**src/rtl/wb_writer_if.sv**
```systemverilog
// Bus bundle for wb_writer: producer push side, register-file write side,
// queue status and the optional bypass lookup ports.
interface wb_writer_if #(
  parameter int DATA_W = 32
);
  logic              in_valid;
  logic              in_ready;
  logic [4:0]        in_reg;
  logic [DATA_W-1:0] in_data;
  logic              in_we;
  logic              wr_hold;
  logic [4:0]        w_reg;
  logic [DATA_W-1:0] w_data;
  logic              ctrl_w;
  logic [3:0]        count;
  logic              busy;
  logic [4:0]        q_reg1;
  logic [4:0]        q_reg2;
  logic              fwd_hit1;
  logic              fwd_hit2;
  logic [DATA_W-1:0] fwd_data1;
  logic [DATA_W-1:0] fwd_data2;

  modport master (
    output in_valid, in_reg, in_data, in_we, wr_hold, q_reg1, q_reg2,
    input  in_ready, w_reg, w_data, ctrl_w, count, busy,
           fwd_hit1, fwd_hit2, fwd_data1, fwd_data2
  );

  modport slave (
    input  in_valid, in_reg, in_data, in_we, wr_hold, q_reg1, q_reg2,
    output in_ready, w_reg, w_data, ctrl_w, count, busy,
           fwd_hit1, fwd_hit2, fwd_data1, fwd_data2
  );
endinterface

```
**src/rtl/wb_writer.sv**
```systemverilog
// wb_writer: small in-order write-back queue in front of a register-file
// write port. Results are queued, drained one per cycle unless wr_hold is
// high, and writes to register 0 (or entries with in_we=0) are swallowed.
// Optional feature: define WB_WRITER_BYPASS_EN to enable the combinational
// forwarding lookup (fwd_hit/fwd_data) over queued and in-flight writes.
module wb_writer #(
  parameter int DATA_W = 32,
  parameter int DEPTH  = 2
) (
  input logic        clk,
  input logic        rst,
  wb_writer_if.slave bus
);

  localparam int         PTR_W   = (DEPTH > 1) ? $clog2(DEPTH) : 1;
  localparam logic [3:0] DEPTH_C = 4'(DEPTH);

  logic [4:0]        regMem_q  [DEPTH];
  logic [DATA_W-1:0] dataMem_q [DEPTH];
  logic [DEPTH-1:0]  weMem_q;

  logic [PTR_W-1:0]  headPtr_q, headPtr_d;
  logic [PTR_W-1:0]  tailPtr_q, tailPtr_d;
  logic [3:0]        count_q, count_d;
  logic              ctrlW_q, ctrlW_d;
  logic [4:0]        wReg_q, wReg_d;
  logic [DATA_W-1:0] wData_q, wData_d;
  logic              pushEn;
  logic              popEn;

  // Acceptance depends only on occupancy, so a full queue refuses even while draining.
  assign bus.in_ready = (count_q < DEPTH_C);
  assign bus.count    = count_q;
  assign bus.ctrl_w   = ctrlW_q;
  assign bus.w_reg    = wReg_q;
  assign bus.w_data   = wData_q;
  assign bus.busy     = (count_q != 4'd0) || ctrlW_q;

  // Next-state for pointers, occupancy and the registered write stage.
  always_comb begin
    pushEn    = bus.in_valid && (count_q < DEPTH_C);
    popEn     = (count_q != 4'd0) && !bus.wr_hold;
    headPtr_d = headPtr_q;
    tailPtr_d = tailPtr_q;
    count_d   = count_q;
    ctrlW_d   = 1'b0;
    wReg_d    = wReg_q;
    wData_d   = wData_q;

    if (pushEn) begin
      tailPtr_d = tailPtr_q + 1'b1;
    end

    if (popEn) begin
      headPtr_d = headPtr_q + 1'b1;
      ctrlW_d   = weMem_q[headPtr_q] && (regMem_q[headPtr_q] != 5'd0);
      wReg_d    = regMem_q[headPtr_q];
      wData_d   = dataMem_q[headPtr_q];
    end

    case ({pushEn, popEn})
      2'b10:   count_d = count_q + 4'd1;
      2'b01:   count_d = count_q - 4'd1;
      default: count_d = count_q;
    endcase
  end

  // Control state and output stage, cleared immediately by reset.
  always_ff @(posedge clk or posedge rst) begin
    if (rst) begin
      headPtr_q <= '0;
      tailPtr_q <= '0;
      count_q   <= 4'd0;
      ctrlW_q   <= 1'b0;
      wReg_q    <= 5'd0;
      wData_q   <= '0;
    end else begin
      headPtr_q <= headPtr_d;
      tailPtr_q <= tailPtr_d;
      count_q   <= count_d;
      ctrlW_q   <= ctrlW_d;
      wReg_q    <= wReg_d;
      wData_q   <= wData_d;
    end
  end

  // Entry storage needs no reset; validity is tracked by the pointers and count.
  always_ff @(posedge clk) begin
    if (pushEn) begin
      regMem_q[tailPtr_q]  <= bus.in_reg;
      dataMem_q[tailPtr_q] <= bus.in_data;
      weMem_q[tailPtr_q]   <= bus.in_we;
    end
  end

`ifdef WB_WRITER_BYPASS_EN
  logic [4:0]        lookReg  [2];
  logic              lookHit  [2];
  logic [DATA_W-1:0] lookData [2];
  logic [PTR_W-1:0]  scanIdx;

  assign lookReg[0]    = bus.q_reg1;
  assign lookReg[1]    = bus.q_reg2;
  assign bus.fwd_hit1  = lookHit[0];
  assign bus.fwd_hit2  = lookHit[1];
  assign bus.fwd_data1 = lookData[0];
  assign bus.fwd_data2 = lookData[1];

  // Scan oldest to newest (output stage, then queue from head) so the newest match wins.
  always_comb begin
    scanIdx = '0;
    for (int k = 0; k < 2; k++) begin
      lookHit[k]  = 1'b0;
      lookData[k] = '0;
      if (lookReg[k] != 5'd0) begin
        if (ctrlW_q && (wReg_q == lookReg[k])) begin
          lookHit[k]  = 1'b1;
          lookData[k] = wData_q;
        end
        for (int i = 0; i < DEPTH; i++) begin
          scanIdx = headPtr_q + PTR_W'(i);
          if ((4'(i) < count_q) && weMem_q[scanIdx] &&
              (regMem_q[scanIdx] == lookReg[k])) begin
            lookHit[k]  = 1'b1;
            lookData[k] = dataMem_q[scanIdx];
          end
        end
      end
    end
  end
`else
  logic unused_bypass;

  assign unused_bypass = ^{bus.q_reg1, bus.q_reg2};
  assign bus.fwd_hit1  = 1'b0;
  assign bus.fwd_hit2  = 1'b0;
  assign bus.fwd_data1 = '0;
  assign bus.fwd_data2 = '0;
`endif

endmodule

```
**src/flat_wrapper.sv**
```systemverilog
// flat-port wrapper written by rule: the top's interface ports become plain ports
module wb_writer_flat 
#(
  parameter int DATA_W = 32,
  parameter int DEPTH  = 2
)
  (clk, rst, bus_in_valid, bus_in_reg, bus_in_data, bus_in_we, bus_wr_hold, bus_q_reg1, bus_q_reg2, bus_in_ready, bus_w_reg, bus_w_data, bus_ctrl_w, bus_count, bus_busy, bus_fwd_hit1, bus_fwd_hit2, bus_fwd_data1, bus_fwd_data2);
  wb_writer_if #(.DATA_W(DATA_W)) bus_i ();
  input logic clk;
  input logic rst;
  input wire logic [$bits(bus_i.in_valid)-1:0] bus_in_valid;
  input wire logic [$bits(bus_i.in_reg)-1:0] bus_in_reg;
  input wire logic [$bits(bus_i.in_data)-1:0] bus_in_data;
  input wire logic [$bits(bus_i.in_we)-1:0] bus_in_we;
  input wire logic [$bits(bus_i.wr_hold)-1:0] bus_wr_hold;
  input wire logic [$bits(bus_i.q_reg1)-1:0] bus_q_reg1;
  input wire logic [$bits(bus_i.q_reg2)-1:0] bus_q_reg2;
  output wire logic [$bits(bus_i.in_ready)-1:0] bus_in_ready;
  output wire logic [$bits(bus_i.w_reg)-1:0] bus_w_reg;
  output wire logic [$bits(bus_i.w_data)-1:0] bus_w_data;
  output wire logic [$bits(bus_i.ctrl_w)-1:0] bus_ctrl_w;
  output wire logic [$bits(bus_i.count)-1:0] bus_count;
  output wire logic [$bits(bus_i.busy)-1:0] bus_busy;
  output wire logic [$bits(bus_i.fwd_hit1)-1:0] bus_fwd_hit1;
  output wire logic [$bits(bus_i.fwd_hit2)-1:0] bus_fwd_hit2;
  output wire logic [$bits(bus_i.fwd_data1)-1:0] bus_fwd_data1;
  output wire logic [$bits(bus_i.fwd_data2)-1:0] bus_fwd_data2;
  assign bus_i.in_valid = bus_in_valid;
  assign bus_i.in_reg = bus_in_reg;
  assign bus_i.in_data = bus_in_data;
  assign bus_i.in_we = bus_in_we;
  assign bus_i.wr_hold = bus_wr_hold;
  assign bus_i.q_reg1 = bus_q_reg1;
  assign bus_i.q_reg2 = bus_q_reg2;
  assign bus_in_ready = bus_i.in_ready;
  assign bus_w_reg = bus_i.w_reg;
  assign bus_w_data = bus_i.w_data;
  assign bus_ctrl_w = bus_i.ctrl_w;
  assign bus_count = bus_i.count;
  assign bus_busy = bus_i.busy;
  assign bus_fwd_hit1 = bus_i.fwd_hit1;
  assign bus_fwd_hit2 = bus_i.fwd_hit2;
  assign bus_fwd_data1 = bus_i.fwd_data1;
  assign bus_fwd_data2 = bus_i.fwd_data2;
  wb_writer #(.DATA_W(DATA_W), .DEPTH(DEPTH)) u_core (.clk(clk), .rst(rst), .bus(bus_i));
endmodule
```
**config.mk**
```make
export PLATFORM = sky130hd
export DESIGN_NAME = wb_writer_flat
export DESIGN_NICKNAME = d
export VERILOG_FILES = /design/src/rtl/wb_writer_if.sv /design/src/rtl/wb_writer.sv /design/src/flat_wrapper.sv
export SDC_FILE = /design/constraint.sdc
export NUM_CORES = 1
export LEC_CHECK = 0
export ABC_AREA = 1
export BUFFER_PORTS_ARGS = -buffer_cell sky130_fd_sc_hd__buf_2
export CAP_MARGIN = 20
export CORE_MARGIN = 10
export CORE_UTILIZATION = 29
export CTS_CLUSTER_DIAMETER = 40
export CTS_CLUSTER_SIZE = 24
export DETAILED_ROUTE_END_ITERATION = 7
export GPL_TIMING_DRIVEN = 0
export PLACE_DENSITY = 0.54
export RECOVER_POWER = 100
export SYNTH_ARGS = -nofsm -noshare
export SYNTH_HDL_FRONTEND = slang
export SYNTH_SLANG_ARGS = --single-unit
```
**constraint.sdc**
```tcl
create_clock -name clk -period 2.85 [get_ports clk]
set_input_delay 0.57 -clock clk [delete_from_list [all_inputs] [get_ports clk]]
set_output_delay 0.57 -clock clk [all_outputs]
set_load 0.01 [all_outputs]
```
==> run_results.csv, run 1 <==
group,metric,value,unit
outcome,outcome,"finished, final reports clean",
placement,io_buffers,85,
finish,n_fill_cell,1608,
power_and_ir_drop,pwr-share-clk,29.8,%
power_and_ir_drop,p_int,4.05,mW
placement,numPlacedInstances,773,
detailed_routing,drt_iter0_markers,117,
synth,yosys.area_share.simple,10.9,%
sta,post-route-period-util,88.9,%
worst_setup_path,start_kind,"flop",
synth,ys_types,27,
detailed_routing,drt_pass1_iterations,4,
floorplan,die_h,150,um
synth,synthCells,400,
run,maxCapViolations,0,
floorplan,start_util,29.6,%
finish,final_common_cell,"nand2_1",
detailed_routing,drc,0,
global_routing,grt_pass1_vias,3407,
sta,skew,8.74,ps
global_routing,grt_use_total,10.1,%
synth,synth_mux_area_share,0.204,%
sta,rsz0062_at_grt,"no",
clocking,clk_latency,400,ps
floorplan,die_w,150,um
power_and_ir_drop,vdd_drop_max,0.000472,V
finish,syn2layout_area_growth,28.7,%
finish,layout_common_cells,"80 x nand2_1, 76 x edfxtp_1, 75 x clkbuf_1, 66 x buf_4, 66 x conb_1",
sta,finalHoldViolCount,0,
floorplan,io_pins,162,
power_and_ir_drop,power.leakage,2.66,nW
synth,synth-compound-area-share,5.89,%
clocking,cts_resized,0,
sta,tightest_slew,1350,ps
sta,fmax,395,MHz
power_and_ir_drop,swShare,34.2,%
synth,synth_top_family_by_area,"buffers and inverters",
sta,layout_min_cycle_time,2530,ps
synth,syn_area_per_cell,12.3,um2
global_routing,gr-total-overflow,0,
clocking,clk_pin_slew_worst_paths,50,ps
synth,ys_ff_latch,120,
worst_setup_path,worstPathArrival,2630,ps
worst_setup_path,path_class,"reg2reg",
power_and_ir_drop,pwr-share-comb,27.9,%
worst_setup_path,critPathRequiredTime,2950,ps
global_routing,grt_max_degree,24,
placement,place.gp.congestion,0.715,
clocking,cts-hold-fix-buffers,0,
clocking,h-tree-depth,4,
detailed_routing,drt-total-wl,11400,um
worst_setup_path,critPathMaxFanout,23,
detailed_routing,num_vias,3194,
placement,hpwlAfterDp,8500,um
power_and_ir_drop,pwr-share-seq,42.3,%
worst_setup_path,r2r.worst_path.cells,4,
clocking,cts-buffers-inserted,17,
detailed_routing,wire_per_inst,14.2,um
finish,fin_cells,806,
floorplan,row_count,47,
sta,relSlewSlack,9.91,%
finish,nets,626,
synth,synth_area,0.00490,mm2
floorplan,coreArea,0.0166,mm2
sta,report.final.slew_viol_count,0,
sta,setup-violations-final,0,
synth,seq_area_frac_synth,69.0,%
power_and_ir_drop,netSwitchingPower,2.10,mW
synth,yosys_warnings,0,
finish,drive_gt1_share,22.4,%
min_path,hold_path_class,"in2async",
clocking,cts.path.max_buffers,2,
clocking,clock-sinks,120,
finish,regMostFlops,"u_core.dataMem_q",
global_routing,grt_pass1_wl,17500,um
synth,synth_adder_area_share,0.510,%
global_routing,grt_antenna_before_repair,1,
finish,design_area,0.00631,mm2
power_and_ir_drop,power_density,974,mW/mm2
clocking,cts_tree,"built",
floorplan,die_area,0.0225,mm2
placement,place_area,0.00592,mm2
finish,largest_register_ffs,64,
detailed_routing,vias_per_cell,3.96,
worst_setup_path,worstSetupEndpointType,"flop",
synth,synthXorXnorAreaFrac,0.714,%
clocking,post_cts_buffers,0,
clocking,cts-root-buf,"clkbuf_16",
detailed_routing,antenna_left,0,
-- stage by stage --
stage | TNS [ps] | power, mW | worst slack, ps | utilization (%) | hold slack [ps]
finish | 0 | 6.15 | 318 | 38.1 | 343
global route | 0 | 6.56 | 169 | 38.0 | 334
CTS | 0 | 6.35 | 471 | 38.8 | 205
detailed placement | 0 | 4.50 | 394 | 35.7 | 474
global placement | -92790 | 4.42 | -1240 | 35.3 | 471
floorplan | -5470 | 3.71 | -72.0 | - | 506
-- final cells by class --
type	instances	area, um2	share of cell area (%)
well taps	220	275	4.36
repair buffers	88	392	6.20
multi-input cells	254	1140	18.1
diodes	1	2.50	0.0396
plain buffers	81	571	9.04
clock buffers	21	450	7.14
clock inverters	11	58.8	0.932
inverters	10	37.5	0.595
flip-flops and latches	120	3380	53.6
-- cell usage after synthesis, drive strengths merged --
cell / count / area share [%]
clkbuf: 5 / 0.38
nand2: 80 / 6.1
edfxtp: 76 / 47
xor2: 3 / 0.54
o21bai: 1 / 0.15
buf: 76 / 12
conb: 1 / 0.076
a31oi: 32 / 4.1
dfrtp: 44 / 22
nor3: 2 / 0.20
clkinv: 1 / 0.076
o21ai: 12 / 1.2
nor2: 39 / 3.0
nand4: 1 / 0.13
ha: 2 / 0.51
inv: 9 / 0.69
or2: 6 / 0.77
a21oi: 2 / 0.43
nand3: 6 / 0.61
mux2i: 1 / 0.20
xnor2: 1 / 0.18
-- critical path, stage by stage, from the launching register on --
cell and delay, ps:
dfrtp_1 470, nor2_1 320, nand3_1 310, nor2_2 840, buf_12 270
-- power by group through the flow --
stage | registers [mW] | logic (mW) | clock network (mW)
floorplan | 2.73 | 0.981 | 0
global placement | 2.64 | 1.78 | 0
detailed placement | 2.63 | 1.87 | 0
CTS | 2.60 | 1.87 | 1.88
global route | 2.66 | 1.95 | 1.95
finish | 2.60 | 1.71 | 1.83
-- final timing paths --
check	end	startpoint	slack (ps)
max	u_core.dataMem_q[0][19]	u_core.bus.count[2]	320
min in group clk	u_core.regMem_q[0][3]	bus_in_reg[3]	350
max reg2reg	u_core.dataMem_q[0][19]	u_core.bus.count[2]	320
min reg2reg	u_core.bus.w_reg[0]	u_core.bus.w_reg[0]	490
max in group asynchronous	u_core.bus.w_data[20]	rst	780
min	u_core.bus.w_data[22]	rst	340
-- cell families after synthesis --
kind of cell / Yosys count
muxes: 1
DFF: 120
buffers and inverters: 91
other: 1
AOI/OAI and AO/OA: 47
and+or+nand+nor: 134
adders and majority gates: 2
xor gates and xnor gates: 4
-- layer usage --
| metal | up-vias | track usage (%) | share of wire (%) |
|---|---|---|---|
| met1 | 1447 | 10.6 | 40 |
| met3 | 10 | 5.07 | 11 |
| li1 | 1592 | - | - |
| met5 | - | 0 | 0 |
| met4 | 0 | 3.94 | 1.0 |
| met2 | 145 | 17.0 | 48 |
(Power assumes the default switching activity.)
==> run 2: changes to the inputs <==
CELL_PAD_IN_SITES_DETAIL_PLACEMENT = 1   (was not set)
CELL_PAD_IN_SITES_GLOBAL_PLACEMENT = 2   (was not set)
PLACE_DENSITY = 0.77   (was 0.54)
==> run 2 against run 1 <==
  * Combinational power grew 3%
  * Non-clock buffer count is the same
  * Count of clock-buffer cells in the layout is 3 higher
  * Design area rose by 1.3%
  * Via count increased by 2.6%
  * First-iteration DRC count up 12%
==> run_results.csv, run 2 (same netlist as run 1, synthesis figures left out) <==
group,metric,value,unit
run,maxCapViolations,0,
power_and_ir_drop,power.total,6.46,mW
power_and_ir_drop,power_density,1010,mW/mm2
detailed_routing,drt_pass1_iterations,4,
global_routing,grt_pass1_wl,19200,um
min_path,hold_path_class,"in2async",
power_and_ir_drop,power.leakage,2.69,nW
detailed_routing,top_layer,"met4",
clocking,cts-buffers-inserted,17,
sta,finalHoldViolCount,0,
power_and_ir_drop,netSwitchingPower,2.15,mW
finish,design_area,0.00639,mm2
power_and_ir_drop,pwr-share-comb,27.3,%
sta,fmax,412,MHz
floorplan,die_h,150,um
global_routing,grt_use_total,11.2,%
worst_setup_path,start_kind,"flop",
global_routing,grt_pass1_vias,3693,
finish,syn2layout_area_growth,30.4,%
global_routing,grt_antenna_before_repair,0,
detailed_routing,num_vias,3276,
clocking,cts_tree,"built",
floorplan,io_pins,162,
clocking,post_cts_buffers,0,
power_and_ir_drop,pwr-share-seq,40.4,%
power_and_ir_drop,p_int,4.31,mW
clocking,clk_pin_slew_worst_paths,50,ps
power_and_ir_drop,pwr-share-clk,32.3,%
detailed_routing,wire_per_inst,15.5,um
clocking,clock-sinks,120,
floorplan,coreArea,0.0166,mm2
sta,tightest_slew,1480,ps
global_routing,gr-total-overflow,0,
clocking,cts_resized,0,
worst_setup_path,worstPathArrival,2520,ps
floorplan,die_area,0.0225,mm2
floorplan,row_count,47,
worst_setup_path,path_class,"reg2reg",
detailed_routing,vias_per_cell,4.07,
detailed_routing,route.met3.wl,1460,um
worst_setup_path,worstSetupEndpointType,"flop",
power_and_ir_drop,vdd_drop_max,0.000489,V
global_routing,grt_max_degree,26,
finish,regMostFlops,"u_core.dataMem_q",
sta,holdWs,331,ps
clocking,cts-hold-fix-buffers,0,
sta,report.final.slew_viol_count,0,
clocking,cts.path.max_buffers,2,
worst_setup_path,critPathRequiredTime,2950,ps
sta,relSlewSlack,1.62,%
placement,place_area,0.00592,mm2
sta,post-route-period-util,85.1,%
detailed_routing,antenna_left,0,
floorplan,start_util,29.6,%
detailed_routing,drt-met1-wl,4860,um
clocking,clk_latency,410,ps
detailed_routing,dr_wl_met2,6010,um
placement,hpwlAfterDp,9190,um
finish,num_antenna_cells,0,
finish,layout_common_cells,"80 x nand2_1, 80 x clkbuf_1, 76 x edfxtp_1, 66 x buf_4, 66 x conb_1",
detailed_routing,drc,0,
floorplan,die_w,150,um
finish,largest_register_ffs,64,
clocking,h-tree-depth,4,
finish,fin_cells,805,
sta,layout_min_cycle_time,2430,ps
finish,nets,626,
power_and_ir_drop,swShare,33.3,%
worst_setup_path,critPathMaxFanout,25,
finish,drive_gt1_share,22.1,%
sta,setup_tns,0,ps
sta,rsz0062_at_grt,"no",
placement,numPlacedInstances,773,
detailed_routing,drt-total-wl,12500,um
placement,io_buffers,85,
sta,setup-violations-final,0,
worst_setup_path,rrSetupSlack,420,ps
clocking,cts-root-buf,"clkbuf_16",
outcome,outcome,"finished, final reports clean",
detailed_routing,drt_iter0_markers,131,
sta,skew,11.0,ps
placement,place.gp.congestion,0.718,
==> run 2: cell types whose count changed in the layout (fill, tap and decap cells not counted), sizes merged <==
cell      before  now
buf           97   92
bufinv         0    2
clkinv         9    6
clkinvlp       3    1
diode          1    0
clkbuf        93  101
==> run 2: power groups by stage <==
stage | sequential, mW | clock (mW) | combinational [mW]
after floorplan | 2.73 | 0 | 0.981
after global placement | 2.63 | 0 | 1.79
after detailed placement | 2.64 | 0 | 1.90
after CTS | 2.62 | 2.13 | 1.92
after global routing | 2.68 | 2.23 | 2.01
final | 2.61 | 2.09 | 1.76
==> run 2: final timing paths <==
kind / start / to / cells after the start
worst max-delay path: u_core.bus.count[2] / u_core.dataMem_q[0][28] / 4
worst min-delay path: rst / u_core.bus.w_data[22] / 2
worst max register to register: u_core.bus.count[2] / u_core.dataMem_q[0][28] / 4
worst min register to register: u_core.bus.w_reg[0] / u_core.bus.w_reg[0] / 2
max in group asynchronous: rst / u_core.bus.w_data[0] / 3
min in group clk: bus_in_data[13] / u_core.dataMem_q[1][13] / 1
==> run 2: metal layers <==
metal,vias up,GRT usage (%)
met2,137,18.9
met1,1547,11.4
li1,1574,-
met5,-,0
met4,0,4.13
met3,18,6.01
==> run 2: cell type report <==
class	count	area, um2
fillers	1921	10200
flip-flops and latches	120	3380
multi-input cells	254	1140
plain buffers	81	583
clock buffers	24	492
repair buffers	88	387
well taps	220	275
clock inverters	8	95.1
inverters	10	37.5
==> run 2: worst max-delay path, cell delays in order, from the launching register on <==
cell and delay [ps]:
dfrtp_1 450, nor2_1 300, nand3_1 310, nor2_2 760
buf_12 290
==> run 2: per-stage QoR <==
step / worst slack, ps / util [%]
after floorplan: -72.0 / -
after global placement: -1220 / 35.3
after detailed placement: 394 / 35.7
after CTS: 486 / 39.3
after global routing: 244 / 38.6
final: 425 / 38.6
==> run 3: changes to the inputs <==
ABC_AREA = not set   (was 1)
PLACE_DENSITY = 0.75   (was 0.77)
==> run 3 against run 2 <==
  * Critical path depth is 7 higher
  * Sequential power is 3% lower
  * Synthesized cell count fell by 12%
  * Flip-flop and latch count is the same
  * Combinational power is 11% lower
  * Design area is 2.2% higher
  * Non-clock buffer count up 1
  * Critical path type unchanged
  * Largest cell class unchanged
  * Largest power group unchanged
  * Highest routed layer unchanged
==> run_results.csv, run 3 <==
group,metric,value,unit
worst_setup_path,rrSetupSlack,160,ps
sta,setup-violations-final,0,
clocking,clk_pin_slew_worst_paths,60,ps
synth,ys_ff_latch,120,
global_routing,grt_antenna_before_repair,0,
power_and_ir_drop,vdd_drop_max,0.000399,V
power_and_ir_drop,power_density,968,mW/mm2
clocking,cts-buffers-inserted,17,
finish,nets,581,
detailed_routing,drt-total-wl,12800,um
clocking,cts-root-buf,"clkbuf_16",
worst_setup_path,path_class,"reg2reg",
min_path,worstHoldStart,"bus_in_data[2]",
synth,ys_async_sr_fraction,36.7,%
floorplan,die_area,0.0227,mm2
sta,tightest_slew,1460,ps
worst_setup_path,crit_path_end,"u_core.bus.count[2]",
placement,numPlacedInstances,725,
synth,synth_common_cells,"76 x edfxtp_1, 68 x buf_4, 44 x dfrtp_1",
synth,ys_types,35,
detailed_routing,drt_iter0_markers,78,
finish,fin_cells,760,
worst_setup_path,critPathRequiredTime,3130,ps
worst_setup_path,cp_cell_sequence,"or3_4 > o21bai_4 > buf_6 > buf_6 > inv_1 > ha_1 > xor2_1 > ha_1 > nor3_1 > nor3_2 > xor2_1",
clocking,clk_latency,410,ps
min_path,hold_path_class,"in2reg",
finish,layout_common_cells,"76 x edfxtp_1, 71 x buf_4, 69 x clkbuf_1, 66 x conb_1, 43 x dfrtp_1",
placement,dp_slack,45.6,ps
sta,relSlewSlack,2.98,%
global_routing,grt_max_degree,25,
detailed_routing,vias_per_cell,4.11,
floorplan,die_h,151,um
synth,yosys_warnings,0,
worst_setup_path,worstSetupEndpointType,"flop",
worst_setup_path,startpoint,"u_core.bus.count[1]",
sta,setup_ws,157,ps
worst_setup_path,critical-path-top-delay-family,"simple AND/OR/NAND/NOR gates",
sta,report.final.slew_viol_count,0,
synth,ys.flop_type,"edfxtp_1",
floorplan,die_w,151,um
sta,post-route-period-util,94.5,%
global_routing,grt_pass1_wl,19000,um
detailed_routing,antenna_left,0,
clocking,clock-sinks,120,
placement,io_buffers,85,
floorplan,start_util,29.7,%
clocking,h-tree-depth,4,
sta,fmax,371,MHz
global_routing,gr-total-overflow,0,
worst_setup_path,cp_num_buf_inv,3,
sta,layout_min_cycle_time,2690,ps
finish,largest_register_ffs,64,
synth,yosysTopAreaCell,"edfxtp_1",
detailed_routing,num_vias,3124,
power_and_ir_drop,power.leakage,2.81,nW
detailed_routing,drt_pass1_iterations,4,
floorplan,io_pins,162,
placement,place.gp.congestion,0.711,
synth,synth_area,0.00496,mm2
worst_setup_path,critPathMaxFanout,10,
worst_setup_path,r2r.worst_path.cells,11,
finish,num_antenna_cells,0,
finish,final_common_cell,"edfxtp_1",
finish,ff_latch_area,0.00338,mm2
worst_setup_path,crit_slowest_cell,"dfrtp_2",
sta,skew,7.01,ps
finish,drive_gt1_share,25.9,%
global_routing,grt_pass1_vias,3549,
worst_setup_path,r2r_end,"u_core.bus.count[2]",
synth,synthCells,352,
floorplan,row_count,47,
clocking,cts_tree,"built",
synth,syn_area_per_cell,14.1,um2
synth,synth_top_cell_area_share,46.0,%
detailed_routing,drc,0,
detailed_routing,wire_per_inst,16.8,um
clocking,cts.path.max_buffers,2,
worst_setup_path,cpPeakStageDelay,450,ps
worst_setup_path,start_kind,"flop",
global_routing,grt_use_total,11.0,%
run,maxCapViolations,0,
finish,regMostFlops,"u_core.dataMem_q",
finish,multi_input_area,0.00123,mm2
placement,hpwlAfterDp,8990,um
synth,synthTopCellsByArea,"edfxtp_1 46%, dfrtp_1 22%, buf_4 10%, mux2i_1 7.7%, o21ai_0 3.4%",
synth,synth_most_common_cell,"edfxtp_1",
finish,syn2layout_area_growth,31.7,%
sta,finalHoldViolCount,0,
floorplan,coreArea,0.0167,mm2
synth,synth-edff-count,76,
finish,n_fill_cell,1824,
synth,seq_area_frac_synth,68.2,%
worst_setup_path,r2r_start,"u_core.bus.count[1]",
worst_setup_path,cp_num_cells,11,
worst_setup_path,worstPathArrival,2970,ps
outcome,outcome,"finished, final reports clean",
## run 3: power breakdown
part           internal, mW  leakage (nW)  switching, mW
Sequential             2.27          1.22          0.261
Clock                  1.46         0.290          0.764
Combinational         0.637          1.30          0.936
Total                  4.37          2.81           1.96
## run 3: worst min path at each step
stage	cells after the start	end	slack [ps]
floorplan	1	u_core.tailPtr_q	480
CTS	2	u_core.bus.w_data[1]	210
detailed placement	2	u_core.bus.w_data[7]	470
global route	1	u_core.dataMem_q[1][30]	330
global placement	2	u_core.bus.w_data[28]	460
finish	1	u_core.dataMem_q[1][2]	350
## run 3: worst register-to-register path: stages (launching register included)
cell      delay, ps
dfrtp_2         450
or3_4           400
o21bai_4        230
buf_6           190
buf_6           160
inv_1            60
ha_1            260
xor2_1          160
ha_1            200
nor3_1          230
nor3_2           90
xor2_1          140
## run 3: timing repair
action | CTS | global route
hold buffers | 0 | 0
resized for setup | 0 | 2
buffers inserted | 0 | 3
endpoints found under the setup margin | 0 | 2
## run 3: layout make-up
| class | count | area share [%] |
|---|---|---|
| repair buffers | 91 | 6.55 |
| flip-flops and latches | 120 | 51.8 |
| clock inverters | 12 | 2.68 |
| clock buffers | 20 | 6.68 |
| well taps | 220 | 4.21 |
| inverters | 4 | 0.230 |
| multi-input cells | 214 | 18.9 |
| plain buffers | 79 | 9.00 |
## run 3: per-layer routing
layer	vias up	wire [um]	GRT usage [%]
met2	132	6250	18.7
met4	0	111	4.19
li1	1456	-	-
met1	1522	5160	11.9
met5	-	0	0
met3	14	1270	4.71
## run 3: logic make-up (layout without fill, tap and decap cells)
kind of cell,Yosys count,after routing,share of synthesized area (%)
DFF,120,120,68.2
buffers and inverters,83,206,12.2
and+or+nand+nor,53,53,4.77
AOI/OAI and AO/OA,49,49,5.55
muxes,39,39,7.89
xor gates and xnor gates,5,5,0.883
adders and majority gates,2,2,0.504
other,1,66,0.0756
## run 3: stage by stage
step	util, %	TNS, ps	power [mW]	area (um2)	hold slack (ps)
2_1_floorplan	-	0	3.50	5210	479
3_3_place_gp	35.4	-23190	4.10	5910	459
3_5_place_dp	35.9	0	4.20	5990	473
4_1_cts	39.5	0	6.48	6600	215
5_1_grt	39.1	-40.4	6.71	6540	333
6_report	39.1	0	6.33	6540	351
